File: src/rtl/uart_rx_if.sv
// uart_rx_if: line-side input and host-side result signals of the UART receiver.
// master = line driver / host consumer, slave = the receiver itself.
// Optional macro UART_RX_PARITY_EN adds the uart_rx_parity_err signal.
interface uart_rx_if #(
  parameter int PAYLOAD_BITS = 8
);
  logic                    uart_rxd;
  logic                    uart_rx_en;
  logic                    uart_rx_valid;
  logic [PAYLOAD_BITS-1:0] uart_rx_data;
  logic                    uart_rx_frame_err;
  logic                    uart_rx_break;
`ifdef UART_RX_PARITY_EN
  logic                    uart_rx_parity_err;

  modport master (
    output uart_rxd, uart_rx_en,
    input  uart_rx_valid, uart_rx_data, uart_rx_frame_err, uart_rx_break,
           uart_rx_parity_err
  );

  modport slave (
    input  uart_rxd, uart_rx_en,
    output uart_rx_valid, uart_rx_data, uart_rx_frame_err, uart_rx_break,
           uart_rx_parity_err
  );
`else
  modport master (
    output uart_rxd, uart_rx_en,
    input  uart_rx_valid, uart_rx_data, uart_rx_frame_err, uart_rx_break
  );

  modport slave (
    input  uart_rxd, uart_rx_en,
    output uart_rx_valid, uart_rx_data, uart_rx_frame_err, uart_rx_break
  );
`endif
endinterface

File: src/rtl/uart_rx.sv
// uart_rx: UART receiver. Synchronises the RX pin, qualifies the start bit at
// its centre, then samples every following bit one bit period apart.
// A completed frame is reported with a one-cycle valid strobe plus error flags.
// Optional macro UART_RX_PARITY_EN: adds an even-parity bit between payload
// and stop bits and the uart_rx_parity_err flag.
module uart_rx #(
  parameter int BIT_RATE     = 9600,
  parameter int CLK_HZ       = 50_000_000,
  parameter int PAYLOAD_BITS = 8,
  parameter int STOP_BITS    = 1
) (
  input  logic     clk,
  input  logic     resetn,
  uart_rx_if.slave rx
);

  localparam int CYCLES_PER_BIT = (1_000_000_000 / BIT_RATE) / (1_000_000_000 / CLK_HZ);
  localparam int HALF_BIT       = CYCLES_PER_BIT / 2;
  localparam int CNT_W          = 1 + $clog2(CYCLES_PER_BIT);
  localparam int MAX_BITS       = (PAYLOAD_BITS > STOP_BITS) ? PAYLOAD_BITS : STOP_BITS;
  localparam int BIT_W          = $clog2(MAX_BITS + 1);

  // Counter values at which the current period ends (counter starts at 0).
  localparam logic [CNT_W-1:0] HALF_LAST = CNT_W'(HALF_BIT - 1);
  localparam logic [CNT_W-1:0] BIT_LAST  = CNT_W'(CYCLES_PER_BIT - 1);
  localparam logic [BIT_W-1:0] PAY_LAST  = BIT_W'(PAYLOAD_BITS - 1);
  localparam logic [BIT_W-1:0] STOP_LAST = BIT_W'(STOP_BITS - 1);

  typedef enum logic [2:0] {
    S_IDLE,
    S_START,
    S_RECV,
`ifdef UART_RX_PARITY_EN
    S_PARITY,
`endif
    S_STOP
  } state_t;

  state_t                  r_state;
  logic                    r_sync1;
  logic                    r_rxd_s;
  logic [CNT_W-1:0]        r_cyc_cnt;
  logic [BIT_W-1:0]        r_bit_cnt;
  logic [PAYLOAD_BITS-1:0] r_shift;
  logic                    r_stop_err;
  logic                    r_valid;
  logic [PAYLOAD_BITS-1:0] r_data;
  logic                    r_frame_err;
  logic                    r_break;
`ifdef UART_RX_PARITY_EN
  logic                    r_par_bit;
  logic                    r_parity_err;
`endif

  logic                    w_bit_tick;
  logic                    w_stop_err;
  logic [PAYLOAD_BITS-1:0] w_shift_next;

  // End of a full bit period since the last sample or state entry.
  assign w_bit_tick   = (r_cyc_cnt == BIT_LAST);
  // Error accumulated over all stop samples, including the current one.
  assign w_stop_err   = r_stop_err | ~r_rxd_s;
  // LSB arrives first: shift right so the first bit ends in bit 0.
  assign w_shift_next = {r_rxd_s, r_shift[PAYLOAD_BITS-1:1]};

  // Two-flop synchroniser for the asynchronous RX pin; idles high.
  always_ff @(posedge clk or negedge resetn) begin
    if (!resetn) begin
      r_sync1 <= 1'b1;
      r_rxd_s <= 1'b1;
    end else begin
      r_sync1 <= rx.uart_rxd;
      r_rxd_s <= r_sync1;
    end
  end

  // Frame FSM with bit/cycle counters and registered result outputs.
  always_ff @(posedge clk or negedge resetn) begin
    if (!resetn) begin
      r_state      <= S_IDLE;
      r_cyc_cnt    <= '0;
      r_bit_cnt    <= '0;
      r_shift      <= '0;
      r_stop_err   <= 1'b0;
      r_valid      <= 1'b0;
      r_data       <= '0;
      r_frame_err  <= 1'b0;
      r_break      <= 1'b0;
`ifdef UART_RX_PARITY_EN
      r_par_bit    <= 1'b0;
      r_parity_err <= 1'b0;
`endif
    end else begin
      // Strobe and its qualifiers default low; data holds its last value.
      r_valid      <= 1'b0;
      r_frame_err  <= 1'b0;
      r_break      <= 1'b0;
`ifdef UART_RX_PARITY_EN
      r_parity_err <= 1'b0;
`endif
      case (r_state)
        S_IDLE: begin
          r_cyc_cnt  <= '0;
          r_bit_cnt  <= '0;
          r_stop_err <= 1'b0;
          if (rx.uart_rx_en && !r_rxd_s) begin
            r_state <= S_START;
          end
        end

        S_START: begin
          if (r_cyc_cnt == HALF_LAST) begin
            r_cyc_cnt <= '0;
            // Still low at mid-start: genuine start bit; otherwise a glitch.
            r_state   <= r_rxd_s ? S_IDLE : S_RECV;
          end else begin
            r_cyc_cnt <= r_cyc_cnt + CNT_W'(1);
          end
        end

        S_RECV: begin
          if (w_bit_tick) begin
            r_cyc_cnt <= '0;
            r_shift   <= w_shift_next;
            if (r_bit_cnt == PAY_LAST) begin
              r_bit_cnt <= '0;
`ifdef UART_RX_PARITY_EN
              r_state   <= S_PARITY;
`else
              r_state   <= S_STOP;
`endif
            end else begin
              r_bit_cnt <= r_bit_cnt + BIT_W'(1);
            end
          end else begin
            r_cyc_cnt <= r_cyc_cnt + CNT_W'(1);
          end
        end

`ifdef UART_RX_PARITY_EN
        S_PARITY: begin
          if (w_bit_tick) begin
            r_cyc_cnt <= '0;
            r_par_bit <= r_rxd_s;
            r_state   <= S_STOP;
          end else begin
            r_cyc_cnt <= r_cyc_cnt + CNT_W'(1);
          end
        end
`endif

        S_STOP: begin
          if (w_bit_tick) begin
            r_cyc_cnt <= '0;
            if (r_bit_cnt == STOP_LAST) begin
              // Last stop sample: deliver the frame, errors included.
              r_bit_cnt    <= '0;
              r_stop_err   <= 1'b0;
              r_state      <= S_IDLE;
              r_valid      <= 1'b1;
              r_data       <= r_shift;
              r_frame_err  <= w_stop_err;
              r_break      <= w_stop_err && (r_shift == '0);
`ifdef UART_RX_PARITY_EN
              r_parity_err <= (^r_shift) ^ r_par_bit;
`endif
            end else begin
              r_bit_cnt  <= r_bit_cnt + BIT_W'(1);
              r_stop_err <= w_stop_err;
            end
          end else begin
            r_cyc_cnt <= r_cyc_cnt + CNT_W'(1);
          end
        end

        default: begin
          r_state <= S_IDLE;
        end
      endcase
    end
  end

  assign rx.uart_rx_valid      = r_valid;
  assign rx.uart_rx_data       = r_data;
  assign rx.uart_rx_frame_err  = r_frame_err;
  assign rx.uart_rx_break      = r_break;
`ifdef UART_RX_PARITY_EN
  assign rx.uart_rx_parity_err = r_parity_err;
`endif

endmodule

File: src/flat_wrapper.sv
// flat-port wrapper written by rule: the top's interface ports become plain ports
module uart_rx_flat 
#(
  parameter int BIT_RATE     = 9600,
  parameter int CLK_HZ       = 50_000_000,
  parameter int PAYLOAD_BITS = 8,
  parameter int STOP_BITS    = 1
)
  (clk, resetn, rx_uart_rxd, rx_uart_rx_en, rx_uart_rx_valid, rx_uart_rx_data, rx_uart_rx_frame_err, rx_uart_rx_break);
  uart_rx_if #(.PAYLOAD_BITS(PAYLOAD_BITS)) rx_i ();
  input  logic clk;
  input  logic resetn;
  input wire logic [$bits(rx_i.uart_rxd)-1:0] rx_uart_rxd;
  input wire logic [$bits(rx_i.uart_rx_en)-1:0] rx_uart_rx_en;
  output wire logic [$bits(rx_i.uart_rx_valid)-1:0] rx_uart_rx_valid;
  output wire logic [$bits(rx_i.uart_rx_data)-1:0] rx_uart_rx_data;
  output wire logic [$bits(rx_i.uart_rx_frame_err)-1:0] rx_uart_rx_frame_err;
  output wire logic [$bits(rx_i.uart_rx_break)-1:0] rx_uart_rx_break;
  assign rx_i.uart_rxd = rx_uart_rxd;
  assign rx_i.uart_rx_en = rx_uart_rx_en;
  assign rx_uart_rx_valid = rx_i.uart_rx_valid;
  assign rx_uart_rx_data = rx_i.uart_rx_data;
  assign rx_uart_rx_frame_err = rx_i.uart_rx_frame_err;
  assign rx_uart_rx_break = rx_i.uart_rx_break;
  uart_rx #(.BIT_RATE(BIT_RATE), .CLK_HZ(CLK_HZ), .PAYLOAD_BITS(PAYLOAD_BITS), .STOP_BITS(STOP_BITS)) u_core (.clk(clk), .resetn(resetn), .rx(rx_i));
endmodule
File: config.mk
export PLATFORM = sky130hd
export DESIGN_NAME = uart_rx_flat
export DESIGN_NICKNAME = d
export VERILOG_FILES = /design/src/rtl/uart_rx_if.sv /design/src/rtl/uart_rx.sv /design/src/flat_wrapper.sv
export SDC_FILE = /design/constraint.sdc
export NUM_CORES = 1
export LEC_CHECK = 0
export ABC_AREA = 1
export CAP_MARGIN = 0
export CORE_UTILIZATION = 30
export DETAILED_ROUTE_END_ITERATION = 16
export DONT_BUFFER_PORTS = 1
export GPL_TIMING_DRIVEN = 0
export PLACE_DENSITY = 0.55
export SLEW_MARGIN = 30
export SYNTH_ARGS = -nofsm -noshare
export SYNTH_HDL_FRONTEND = slang
export SYNTH_SLANG_ARGS = --single-unit
File: constraint.sdc
create_clock -name clk -period 1.9 [get_ports clk]
set_input_delay 0.475 -clock clk [delete_from_list [all_inputs] [get_ports clk]]
set_output_delay 0.475 -clock clk [all_outputs]
set_load 0.03 [all_outputs]
==> results of run 1 <==
power by group through the flow:
stage                     logic [mW]  registers (mW)  clock network, mW
final                          0.496            1.01              0.623
after global routing           0.582            1.02              0.674
after CTS                      0.508            1.01              0.636
after detailed placement       0.479            1.02                  0
after global placement         0.475            1.02                  0
after floorplan                0.371            1.01                  0
synth_stat cells, drive strengths merged:
library cell	count
buf	2
a31oi	1
xor2	3
o21ai	28
dfrtp	40
and2	1
ha	3
nand3b	3
dfstp	2
nand2	72
a21oi	3
nand4	5
nor3	3
nand3	16
nor4	2
inv	38
nor2	49
o21a	1
worst paths after layout:
check,start,to,slack [ns],depth (start not counted)
worst max register to register,u_core.r_bit_cnt[0],u_core.rx.uart_rx_data[5],0.25,8
worst min register to register,u_core.r_sync1,u_core.r_rxd_s,0.36,0
min in group clk,rx_uart_rxd,u_core.r_sync1,0.16,0
max in group asynchronous,resetn,u_core.r_sync1,1.26,1
worst max-delay path,u_core.r_bit_cnt[0],u_core.rx.uart_rx_data[5],0.25,8
worst min-delay path,resetn,u_core.r_bit_cnt[3],0.004,1
metal layers:
layer  track usage (%)  share of wire (%)
met4              3.64               0.66
met3              3.52                2.6
met2              20.3                 44
met5                 0                  0
met1              19.0                 53
through the flow:
stage,hold slack (ns),util (%)
5_1_grt,0.0151,34.9
3_3_place_gp,0.182,33.1
2_1_floorplan,0.179,-
6_report,0.00393,34.9
3_5_place_dp,0.182,33.1
4_1_cts,0.0152,34.9
placed cells by master (no fill, tap or decap), drive strengths merged, types with 5 or more instances in the layout:
cell type,instances
nand2,72
nor2,49
dfrtp,40
inv,38
o21ai,28
nand3,16
clkbuf,6
nand4,5
critical path: cells and delay by family, from the launching register on:
kind	cells	cell delay, ns
adders and majority gates	1	0.14
AOI/OAI and AO/OA	1	0.05
DFF	1	0.42
and+or+nand+nor	4	0.58
buffers and inverters	2	0.35
kinds of logic after synthesis:
kind of cell | synth area share (%)
buffers and inverters | 7.55
DFF | 49.3
AOI/OAI and AO/OA | 9.65
adders and majority gates | 1.76
and+or+nand+nor | 30.5
xor gates and xnor gates | 1.23
layout make-up:
| type | instances | area (um^2) | area share (%) |
|---|---|---|---|
| Timing Repair Buffer | 2 | 30.0 | 1.26 |
| Clock buffer | 6 | 82.6 | 3.46 |
| Buffer | 2 | 18.8 | 0.787 |
| Inverter | 38 | 143 | 5.98 |
| Sequential cell | 42 | 1050 | 44.2 |
| Clock inverter | 2 | 12.5 | 0.525 |
| Multi-Input combinational cell | 190 | 923 | 38.7 |
| Tap cell | 96 | 120 | 5.04 |
flip-flops by register name, indices dropped and copies added, names as in the netlist:
signal                       count
u_core.r_cyc_cnt                14
u_core.r_shift                   8
u_core.rx.uart_rx_data           8
u_core.r_bit_cnt                 4
u_core.r_state                   2
u_core.r_rxd_s                   1
u_core.r_stop_err                1
u_core.r_sync1                   1
u_core.rx.uart_rx_break          1
u_core.rx.uart_rx_frame_err      1
u_core.rx.uart_rx_valid          1
timing repair:
item	CTS	global route
hold buffers	2	0
gates resized for setup	0	0
setup endpoints to repair	0	0
endpoints found under the hold margin	40	0
==> impl.org, run 1 <==
** Status
- The flow ran to the end, and the final reports show no timing, DRC or antenna violations.

** Floorplanning
- Row cnt :: 30
- The die is between 80 and 90 um tall.
- IO Count :: 15
- Effective utilization at floorplan :: between 30% and 40%
- Total die area :: 0.00747 mm^2
- After floorplanning, the core was sized to cover 0.00683 mm^2.
- The die is 86.4 um wide.

** Placement
- Port-buffer cells :: 0
- Minimum setup slack after placement :: 0.264 ns
- Area after detailed placement :: 0.00226 mm^2
- In this run, placement finished with an instance count of 368.
- Routability-driven placement finished with a final weighted congestion of 0.796.
- Detailed placement finished with a half-perimeter wire length of 3.05 mm.

** Routing
- In the routed design, unresolved DRC markers number 0.
- Avg Vias per Cell :: 4.46
- The first detailed-routing pass took 4 iterations.
- The detailed router finished its first iteration with 96 violations.
- Total vias in the final route :: 1684
- In the final routed layout, each cell accounts on average for 11.7 um.
- Summed over all layers, the routed wires come to 4.42 mm.
- Number of nets still failing antenna checks after routing :: 0

** Layout
- Fraction of final layout cells sized beyond drive strength 1 :: 12.4%
- Number of diodes :: 0
- Post-synthesis to final-layout area growth :: 11.5%
- Area of all placed cells without fillers :: 0.00238 mm^2
- Number of fill cells :: 747
- In the final design database the tool counted 288 nets.
- Non-filler cells, final :: around 380

** Power and ir drop
- Combinational logic is responsible for 23.3% of the overall power.
- The analysis attributes to net switching a power of 748 uW.
- Net switching is about a third of the power.
- Cell-internal power :: 1.38 mW
- Of the total power, the clock network draws 29.3%.
- Power spread over the standard cell area amounts to 892 mW/mm^2.
- Static Leakage :: ~1.1 nW
- Per report_power, the sequential group accounts for 47.4% of the total.
- Worst vdd ir :: 0.266 mV
- Total power for the finished layout comes to 2.13 mW.

** Hold path
- Path type of the worst min-delay path :: in -> async

** Global routing
- The first global-routing pass estimated 7.71 mm of wire.
- Overflow left after global routing :: 0
- Pin count of the biggest net entering global routing :: 41
- The number of antenna violations at the first check in global routing came to 0.
- In the global route stage, overall resource usage came out at 13.4%.
- The number of global-route vias before repair is 1642.

** Timing
- Timing would allow up to about 600 MHz.
- The final-report hold violation count was 0.
- For the finished layout, the period the worst path requires is 1.65 ns.
- Worst-case setup margin in the final layout :: 0.253 ns
- The final count of pins violating max slew is 0.
- Transition time of the tightest slew-check pin :: 0.375 ns
- Dividing the final minimum period by the clock period gives 86.7%.
- Setup repair after global routing left no endpoint under its margin.
- Setup violations remaining at the end of the flow were counted as 0.
- In this run the tightest slew margin relative to its limit is 74.8%.
- After routing, the total negative slack on setup checks comes to 0 ns.
- The clock arrives with 0.00589 ns of skew.

** Run
- Max-cap violations in this run came to 0.

** Critical path
- The largest single stage delay on the critical path is 0.42 ns.
- The slowest stage of the critical path belongs to the cell dfrtp_1.
- Max Fanout on Critical Path :: 10
- The worst setup path is launched from a register.
- Arrival time of data at the critical path endpoint :: 1.85 ns
- The worst setup path is of the reg -> reg kind.
- CP Data Required Time :: 2.10 ns
- The worst setup path is captured at a register.
- Cell repeated most along the worst path :: nand2_1
- CP cell instances :: inv_1 -> ha_1 -> nand2_1 -> nor2_1 -> nand3_2 -> buf_4 -> nand2_1 -> o21ai_2

** Logic synthesis
- Area share of the leading cell type in the synthesized netlist :: 46.8%
- Of all cell types, the one taking the most synthesized area is dfrtp_1.
- By area the synthesized netlist is led by dfrtp_1 (47%), nand2_1 (12%), nor2_1 (8.3%), inv_1 (5.8%), o21ai_0 (4.2%).
- Netlist area before placement :: 0.00214 mm^2
- Summing the sequential cell areas from Yosys gives 49.3% of the chip area.
- Avg Cell Area, Syn :: 7.86 um^2
- Flip-flop and latch count after synthesis :: 42
- The netlist uses 25 different library cells.
- Count of yosys warnings during synthesis :: 0
- Syn Nets :: 279
- Synthesized instance count :: 272

** Clocking
- CTS tree :: done
- Insertion delay of the later-clocked pin in the worst-skew pair :: 0.30 ns
- TritonCTS created 5 clock buffers.
- Buffer depth of the longest clock path :: 2
- For this design, the sink count on the clock tree is 42.
- Once the clock tree was built, the setup fixing pass inserted 0 buffers.
- The tree is rooted in a clkbuf_8.
- Clock input transition at the sequential cells of the worst setup and hold paths :: 0.08 ns
- Number of levels the H-tree was split into :: 2
(Power assumes the default switching activity.)
==> run 2: changes to the inputs <==
--- a/config.mk
+++ b/config.mk
@@ -7,11 +7,10 @@
 export LEC_CHECK = 0
 export ABC_AREA = 1
 export CAP_MARGIN = 0
-export CORE_UTILIZATION = 30
+export CORE_UTILIZATION = 55
 export DETAILED_ROUTE_END_ITERATION = 16
 export DONT_BUFFER_PORTS = 1
-export GPL_TIMING_DRIVEN = 0
-export PLACE_DENSITY = 0.55
+export PLACE_DENSITY = 0.81
 export SLEW_MARGIN = 30
 export SYNTH_ARGS = -nofsm -noshare
 export SYNTH_HDL_FRONTEND = slang
==> impl.org, run 2 (synthesis results as in run 1) <==
** Layout
- Area used by sequential logic in the layout :: 0.00105 mm^2 (unchanged)
- Area of all placed cells without fillers :: 0.00230 mm^2 (was 0.00238 mm^2)
- Commonest cells after routing, fill and taps aside: nand2_1 (70), nor2_1 (47), dfrtp_1 (40), inv_1 (33), o21ai_0 (18) (unchanged).
- Number of nets in the finished design :: 286 (was 288)
- Number of fill cells :: 317 (was 747)
- Number of flip-flops under the largest register name :: 14 (unchanged)
- The commonest non-fill, non-tap cell in the layout is nand2_1 (unchanged).
- Total area of multi-input combinational cells :: 923 um^2 (unchanged)
- Fraction of final layout cells sized beyond drive strength 1 :: 11.8% (was 12.4%)
- The register containing the most flip-flops in the final layout is u_core.r_cyc_cnt (unchanged).
- The area growth from synthesis to final layout is 7.72% (was 11.5%).
- The antenna diode count was 0 (unchanged).

** Timing
- RSZ-0062 raised after global routing :: no (unchanged)
- Upper clock frequency limit :: 620 MHz (was 607 MHz)
- Count of pins over their slew limit :: 0 (unchanged)
- Setup skew after layout :: 0.0127 ns (was 0.00589 ns)
- The final critical-path share of the clock period came to 84.9% (was 86.7%).
- Clock period minus final worst setup slack :: 1.61 ns (was 1.65 ns)
- The setup total negative slack was 0 ns (unchanged).
- The post-route worst hold slack was -0.00254 ns (was 0.00393 ns).
- Transition time of the tightest slew-check pin :: 0.408 ns (was 0.375 ns)
- Relative slew margins :: 72.7% (was 74.8%)
- Final Setup Violations :: 0 (unchanged)
- The final-report hold violation count came to 6 (was 0).

** Clocking
- CTS tree :: done (unchanged)
- The number of resized instances in the post-cts repair step is 0 (unchanged).
- The number of clock sinks seen by CTS was 42 (unchanged).
- The clock insertion delay at the later pin of the skew report is 0.31 ns (was 0.30 ns).
- The TritonCTS buffer count was 5 (unchanged).
- The clock root buffer is clkbuf_8 (unchanged).
- Number of levels the H-tree was split into :: 2 (unchanged)
- The clock-pin transition on the worst setup and hold timing paths is 0.08 ns (about the same).
- Buffer depth of the longest clock path :: 2 (unchanged)

** Critical path
- Largest stage delay, worst path :: 0.42 ns (about the same)
- The cell type of the slowest stage on the worst timing path was dfrtp_1 (unchanged).
- CP Capture Type :: register (unchanged)
- Critical path launch point type :: register (unchanged)
- The total buffers and inverters traversed by the critical path came to 1 (was 2).
- The category of the critical setup timing path is reg -> reg (unchanged).
- The required time of the critical path is 2.08 ns (was 2.10 ns).
- CP cell instances :: inv_1 -> ha_1 -> nand2_1 -> nor2_1 -> nand3_2 -> nand2_1 -> o21ai_2 (was inv_1 -> ha_1 -> nand2_1 -> nor2_1 -> nand3_2 -> buf_4 -> nand2_1 -> o21ai_2)
- Cell repeated most along the worst path :: nand2_1 (unchanged)
- The largest fanout of any net on the critical path is 16 (was 10).
- The setup slack of the worst register-to-register path was 0.29 ns (was 0.25 ns).
- The data arrival time at the worst-slack endpoint is 1.79 ns (was 1.85 ns).
- The category of cells accounting for the largest share of critical-path delay was simple AND/OR/NAND/NOR gates (unchanged).

** Routing
- Wire per inst :: 12.5 um (was 11.7 um)
- The remaining antenna violation count after routing was 0 (unchanged).
- Total wire length :: 4.10 mm (was 4.42 mm)
- Detailed Route Iter0 Violations :: 207 (was 96)
- Detailed Routing Iterations Pass 1 :: 5 (was 4)
- Avg Vias per Cell :: 5.29 (was 4.46)
- Total vias in the final route :: 1736 (was 1684)
- The count of unresolved DRC violations after routing came to 0 (unchanged).

** Floorplanning
- Row cnt :: 22 (was 30)
- DIE WIDTH :: 64.4 um (was 86.4 um)
- Placeable core area :: 0.00369 mm^2 (was 0.00683 mm^2)
- IO Count :: 15 (unchanged)
- Total die area :: 0.00414 mm^2 (was 0.00747 mm^2)
- The initial core utilization was 58.0% (was 31.3%).
- Die height :: 64.4 um (was 86.4 um)

** Power and ir drop
- Cell-internal power :: 1.35 mW (was 1.38 mW)
- Pwr per Cell Area :: 915 mW/mm^2 (was 892 mW/mm^2)
- The part of the power in the clock network came to 28.4% (was 29.3%).
- Static Leakage :: 1.09 nW (was 1.10 nW)
- Combinational Power Share :: 23.6% (was 23.3%)
- Worst vdd ir :: 0.492 mV (was 0.266 mV)
- Sw Ratio :: 35.8% (was 35.2%)
- The part of the power in registers was 48.0% (was 47.4%).
- Switching Power :: 755 uW (was 748 uW)

** Global routing
- The overall fraction of global-route tracks in use was 22.3% (was 13.4%).
- The largest net degree at the start of global routing is 41 (unchanged).
- The number of global-route vias before repair came to 1567 (was 1642).
- The number of antenna violations at the first check in global routing is 0 (unchanged).
- The total congestion overflow was 0 (unchanged).
- The global-route wire length before repair came to 6.93 mm (was 7.71 mm).

** Run
- Max Cap Viol :: 0 (unchanged)

** Placement
- The detailed placer's ending HPWL is 2.89 mm (was 3.05 mm).
- Area after detailed placement :: 0.00218 mm^2 (was 0.00226 mm^2)
- The number of buffer cells added on primary ports came to 0 (unchanged).
- Gp weighted congestion :: 0.901 (was 0.796)

** Hold path
- The type of the most critical hold path is in -> async (unchanged).

** Status
- The checks that failed: hold timing.
- Outcome :: finished, violations left (was finished clean)
==> run 2: cell types whose count changed in the layout (fill, tap and decap cells not counted) <==
cell	before	now
buf_4	1	0
buf_6	1	0
clkbuf_8	6	5
clkinv_2	1	0
clkinv_4	0	1
inv_6	0	1
==> run 2: worst paths after layout <==
path	startpoint	to	depth (start not counted)
min in group clk	rx_uart_rxd	u_core.r_sync1	0
hold / removal	resetn	u_core.r_cyc_cnt[13]	1
hold reg to reg	u_core.r_sync1	u_core.r_rxd_s	0
max in group asynchronous	resetn	u_core.r_rxd_s	1
setup / recovery	u_core.r_bit_cnt[0]	u_core.rx.uart_rx_data[5]	7
setup reg to reg	u_core.r_bit_cnt[0]	u_core.rx.uart_rx_data[5]	7
==> run 2: power groups by stage <==
stage               clock network [mW]  logic [mW]  registers [mW]
floorplan                            0       0.371            1.01
global placement                     0       0.453            1.02
detailed placement                   0       0.467            1.03
CTS                              0.614       0.490            1.01
global route                     0.643       0.567            1.02
finish                           0.599       0.497            1.01
==> run 2: layout make-up <==
type / count / area share (%)
Clock inverter: 3 / 1.09
Sequential cell: 42 / 45.7
Inverter: 38 / 6.19
Clock buffer: 5 / 2.99
Tap cell: 48 / 2.61
Timing Repair Buffer: 2 / 1.30
Multi-Input combinational cell: 190 / 40.1
==> run 2: repair_timing <==
| item | CTS | global route |
|---|---|---|
| setup buffers | 0 | 0 |
| hold buffers | 1 | 1 |
| endpoints found under the hold margin | 40 | 2 |
==> run 2: stage by stage <==
stage          utilization (%)  hold WS (ns)  worst slack [ns]  instances  total power [mW]
2_1_floorplan                -         0.179             0.509        272              1.38
4_1_cts                   62.2      0.000228             0.284        327              2.11
6_report                  62.4      -0.00254             0.287        328              2.11
3_5_place_dp              59.1         0.181             0.311        318              1.50
3_3_place_gp              59.1         0.181             0.338        318              1.48
5_1_grt                   62.4       0.00912            0.0888        328              2.23
==> run 2: layer usage <==
metal  vias to the layer above  GRT usage, %  wire length (um)
met5                         -             0                 0
met3                         5          6.25               229
li1                        869             -                 -
met4                         0          10.8                61
met1                       815          30.0              1960
met2                        47          32.9              1850
==> run 3: changes to the inputs <==
--- a/config.mk
+++ b/config.mk
@@ -10,7 +10,7 @@
 export CORE_UTILIZATION = 55
 export DETAILED_ROUTE_END_ITERATION = 16
 export DONT_BUFFER_PORTS = 1
-export PLACE_DENSITY = 0.81
+export PLACE_DENSITY = 0.84
 export SLEW_MARGIN = 30
 export SYNTH_ARGS = -nofsm -noshare
 export SYNTH_HDL_FRONTEND = slang
==> constraint.sdc (replaced) <==
create_clock -name clk -period 1.3 [get_ports clk]
set_input_delay 0.325 -clock clk [delete_from_list [all_inputs] [get_ports clk]]
set_output_delay 0.325 -clock clk [all_outputs]
set_load 0.03 [all_outputs]
==> impl.org, run 3 (synthesis results as in run 1) <==
** Status
- Outcome: finished, violations left (unchanged).
- Violations in the final reports :: hold timing, setup timing (was hold timing)

** Timing
- The actual slew at the worst max-slew pin is 0.369 ns (was 0.408 ns).
- The time the worst path needs with I/O delays and setup was 1.53 ns (was 1.61 ns).
- The final setup slack of the worst path is -0.232 ns (was 0.287 ns).
- The post-route worst hold slack is -0.309 ns (was -0.00254 ns).
- Count of pins over their slew limit :: 0 (unchanged)
- RSZ-0062 raised after global routing: yes (was no).
- The worst clock skew on the final layout was 0.0163 ns (was 0.0127 ns).
- Relative slew margins :: 75.1% (was 72.7%)
- The setup-violating endpoint count in the final report is 39 (was 0).
- The maximum clock frequency was 653 MHz (was 620 MHz).
- Period utilization :: 118% (was 84.9%)
- Final count of hold timing violations :: 42 (was 6)

** Power and ir drop
- Combinational Power Share :: 39.2% (was 23.6%)
- The largest voltage drop on the vdd net was 0.887 mV (was 0.492 mV).
- The part of the power in the clock network came to 23.0% (was 28.4%).
- Switching Power :: 1.57 mW (was 755 uW)
- The part of the power in registers is 37.8% (was 48.0%).
- Sw Ratio :: 39.9% (was 35.8%)
- Cell-internal power :: 2.36 mW (was 1.35 mW)
- Static Leakage :: 1.34 nW (was 1.09 nW)
- The overall power after layout is 3.94 mW (was 2.11 mW).
- The power per cell area came to 1370 mW/mm^2 (was 915 mW/mm^2).

** Critical path
- The category of the worst setup path launch point is a register (unchanged).
- Arrival time of data at the critical path endpoint :: 1.74 ns (was 1.79 ns)
- The category of the critical setup timing path was reg -> reg (unchanged).
- Reg2reg path depth :: 9 (was 7)
- Minimum setup slack among reg-to-reg paths :: -0.23 ns (was 0.29 ns)
- Max Fanout on Critical Path :: 8 (was 16)
- CP Capture Type :: register (unchanged)
- The launch point of the worst reg-to-reg path is u_core.r_cyc_cnt[1] (was u_core.r_bit_cnt[0]).
- The endpoint of the worst register-to-register path was u_core.rx.uart_rx_data[7] (was u_core.rx.uart_rx_data[5]).
- The required time of the critical path is 1.51 ns (was 2.08 ns).

** Hold path
- The type of the most critical hold path is in -> async (unchanged).

** Floorplanning
- The total number of placement rows came to 22 (unchanged).
- The initial core utilization is 58.0% (unchanged).
- DIE WIDTH :: 64.4 um (unchanged)
- Die height :: 64.4 um (unchanged)
- Total die area :: 0.00414 mm^2 (unchanged)
- Placeable core area :: 0.00369 mm^2 (unchanged)
- The I/O pin count is 15 (unchanged).

** Layout
- Number of flip-flops under the largest register name :: 14 (unchanged)
- The commonest non-fill, non-tap cell in the layout is nand2_1 (unchanged).
- The count of non-filler cells in the finished layout came to 361 (was 328).
- Number of nets in the finished design :: 319 (was 286)
- Commonest cells after routing, fill and taps aside :: nand2_1 (53), dfrtp_1 (40), nor2_1 (32), inv_1 (31), buf_4 (25) (was nand2_1 (70), nor2_1 (47), dfrtp_1 (40), inv_1 (33), o21ai_0 (18))
- Post-synthesis to final-layout area growth :: 33.9% (was 7.72%)
- Fraction of final layout cells sized beyond drive strength 1 :: 36.1% (was 11.8%)
- Number of diodes :: 0 (unchanged)
- Top reg by flops :: u_core.r_cyc_cnt (unchanged)

** Routing
- The total wire length was 5.76 mm (was 4.10 mm).
- The via count of the routed design came to 1989 (was 1736).
- Detailed Route Iter0 Violations :: 126 (was 207)
- Wire per inst :: 16.0 um (was 12.5 um)
- Detailed Routing Iterations Pass 1 :: 4 (was 5)
- Avg Vias per Cell :: 5.51 (was 5.29)
- The remaining antenna violation count after routing came to 0 (unchanged).
- DRC :: 0 (unchanged)

** Clocking
- The clock-pin transition on the worst setup and hold timing paths is 0.10 ns (was 0.08 ns).
- Number of levels the H-tree was split into :: 2 (unchanged)
- Buffer depth of the longest clock path :: 2 (unchanged)
- Total CTS buffers :: 5 (unchanged)
- Root buf cell :: clkbuf_8 (unchanged)
- Insertion delay of the later-clocked pin in the worst-skew pair :: 0.31 ns (about the same)
- The number of clock sinks seen by CTS came to 42 (unchanged).
- The clock tree from TritonCTS is done (unchanged).

** Global routing
- The number of global-route vias before repair is 1781 (was 1567).
- The number of antenna violations at the first check in global routing is 0 (unchanged).
- The largest net degree at the start of global routing came to 43 (was 41).
- The global-route wire length before repair is 7.91 mm (was 6.93 mm).
- The overall fraction of global-route tracks in use was 25.1% (was 22.3%).
- Overflow left after global routing :: 0 (unchanged)

** Placement
- The final RePlAce weighted congestion is 0.885 (was 0.901).
- HPWL after detailed placement :: 3.12 mm (was 2.89 mm)
- Cell count after placement :: 344 (was 318)
- The worst setup slack after placement is -0.131 ns (was 0.311 ns).
- The number of buffer cells added on primary ports was 0 (unchanged).

** Run
- The number of max-capacitance violations reported is 0 (unchanged).
[run 3: cell count changes in the layout (fill, tap and decap cells not counted), moves of 9 or more]
cell	before	now
buf_4	0	25
nand2_1	70	53
nor2_1	47	32
o21ai_0	18	6
nand2_2	2	11
nor2_2	0	9
[run 3: critical path, stage by stage (launching register included)]
cell     delay [ns]
dfrtp_1        0.41
ha_4           0.17
buf_6          0.11
nand3_4        0.07
nor2_4         0.13
buf_4          0.14
nand3_4        0.10
buf_12         0.16
nand2_1        0.09
o21ai_2        0.07
[run 3: power by group through the flow]
stage | logic (mW) | registers, mW | clock network [mW]
2_1_floorplan | 0.567 | 1.48 | 0
3_5_place_dp | 0.895 | 1.48 | 0
5_1_grt | 1.66 | 1.50 | 0.949
3_3_place_gp | 0.866 | 1.48 | 0
4_1_cts | 0.997 | 1.46 | 0.889
6_report | 1.54 | 1.49 | 0.905
[run 3: stage by stage]
stage / util, % / setup TNS, ns / instance area, um^2
2_1_floorplan: - / -0.0493 / 2170
3_3_place_gp: 65.8 / -1.95 / 2430
3_5_place_dp: 65.8 / -3.38 / 2430
4_1_cts: 72.7 / -3.50 / 2680
5_1_grt: 77.6 / -9.22 / 2860
6_report: 77.6 / -6.64 / 2860
[run 3: worst max-delay path by stage]
| stage | start | endpoint | depth (start not counted) |
|---|---|---|---|
| 6_report | u_core.r_cyc_cnt[1] | u_core.rx.uart_rx_data[7] | 9 |
| 3_3_place_gp | u_core.r_bit_cnt[0] | u_core.r_state[1] | 9 |
| 5_1_grt | u_core.r_cyc_cnt[0] | u_core.rx.uart_rx_data[7] | 9 |
| 2_1_floorplan | u_core.r_bit_cnt[0] | u_core.rx.uart_rx_data[4] | 8 |
| 3_5_place_dp | u_core.r_cyc_cnt[0] | u_core.r_shift[0] | 9 |
| 4_1_cts | u_core.r_cyc_cnt[0] | u_core.r_shift[3] | 10 |
[run 3: layer usage]
metal  part of all wire, %  vias to the layer above  global-route usage [%]
met1                    42                      990                    31.1
li1                      -                      942                       -
met4                   2.4                        0                    10.3
met3                   2.4                       16                    6.25
met2                    53                       41                    41.4
met5                     0                        -                       0
[run 3: what timing repair did]
item,in CTS,in global routing
buffers inserted,3,5
hold endpoints to repair,42,42
cloned,2,1
pin swaps,13,18
resized for setup,27,50
endpoints found under the setup margin,40,40
[run 3: cell type report]
| cell class | instances | area [um^2] |
|---|---|---|
| Sequential cell | 42 | 1050 |
| Timing Repair Buffer | 34 | 327 |
| Fill cell | 227 | 825 |
| Clock inverter | 3 | 23.8 |
| Multi-Input combinational cell | 190 | 1170 |
| Clock buffer | 5 | 68.8 |
| Tap cell | 48 | 60.1 |
| Inverter | 38 | 155 |
| Timing Repair inverter | 1 | 8.76 |
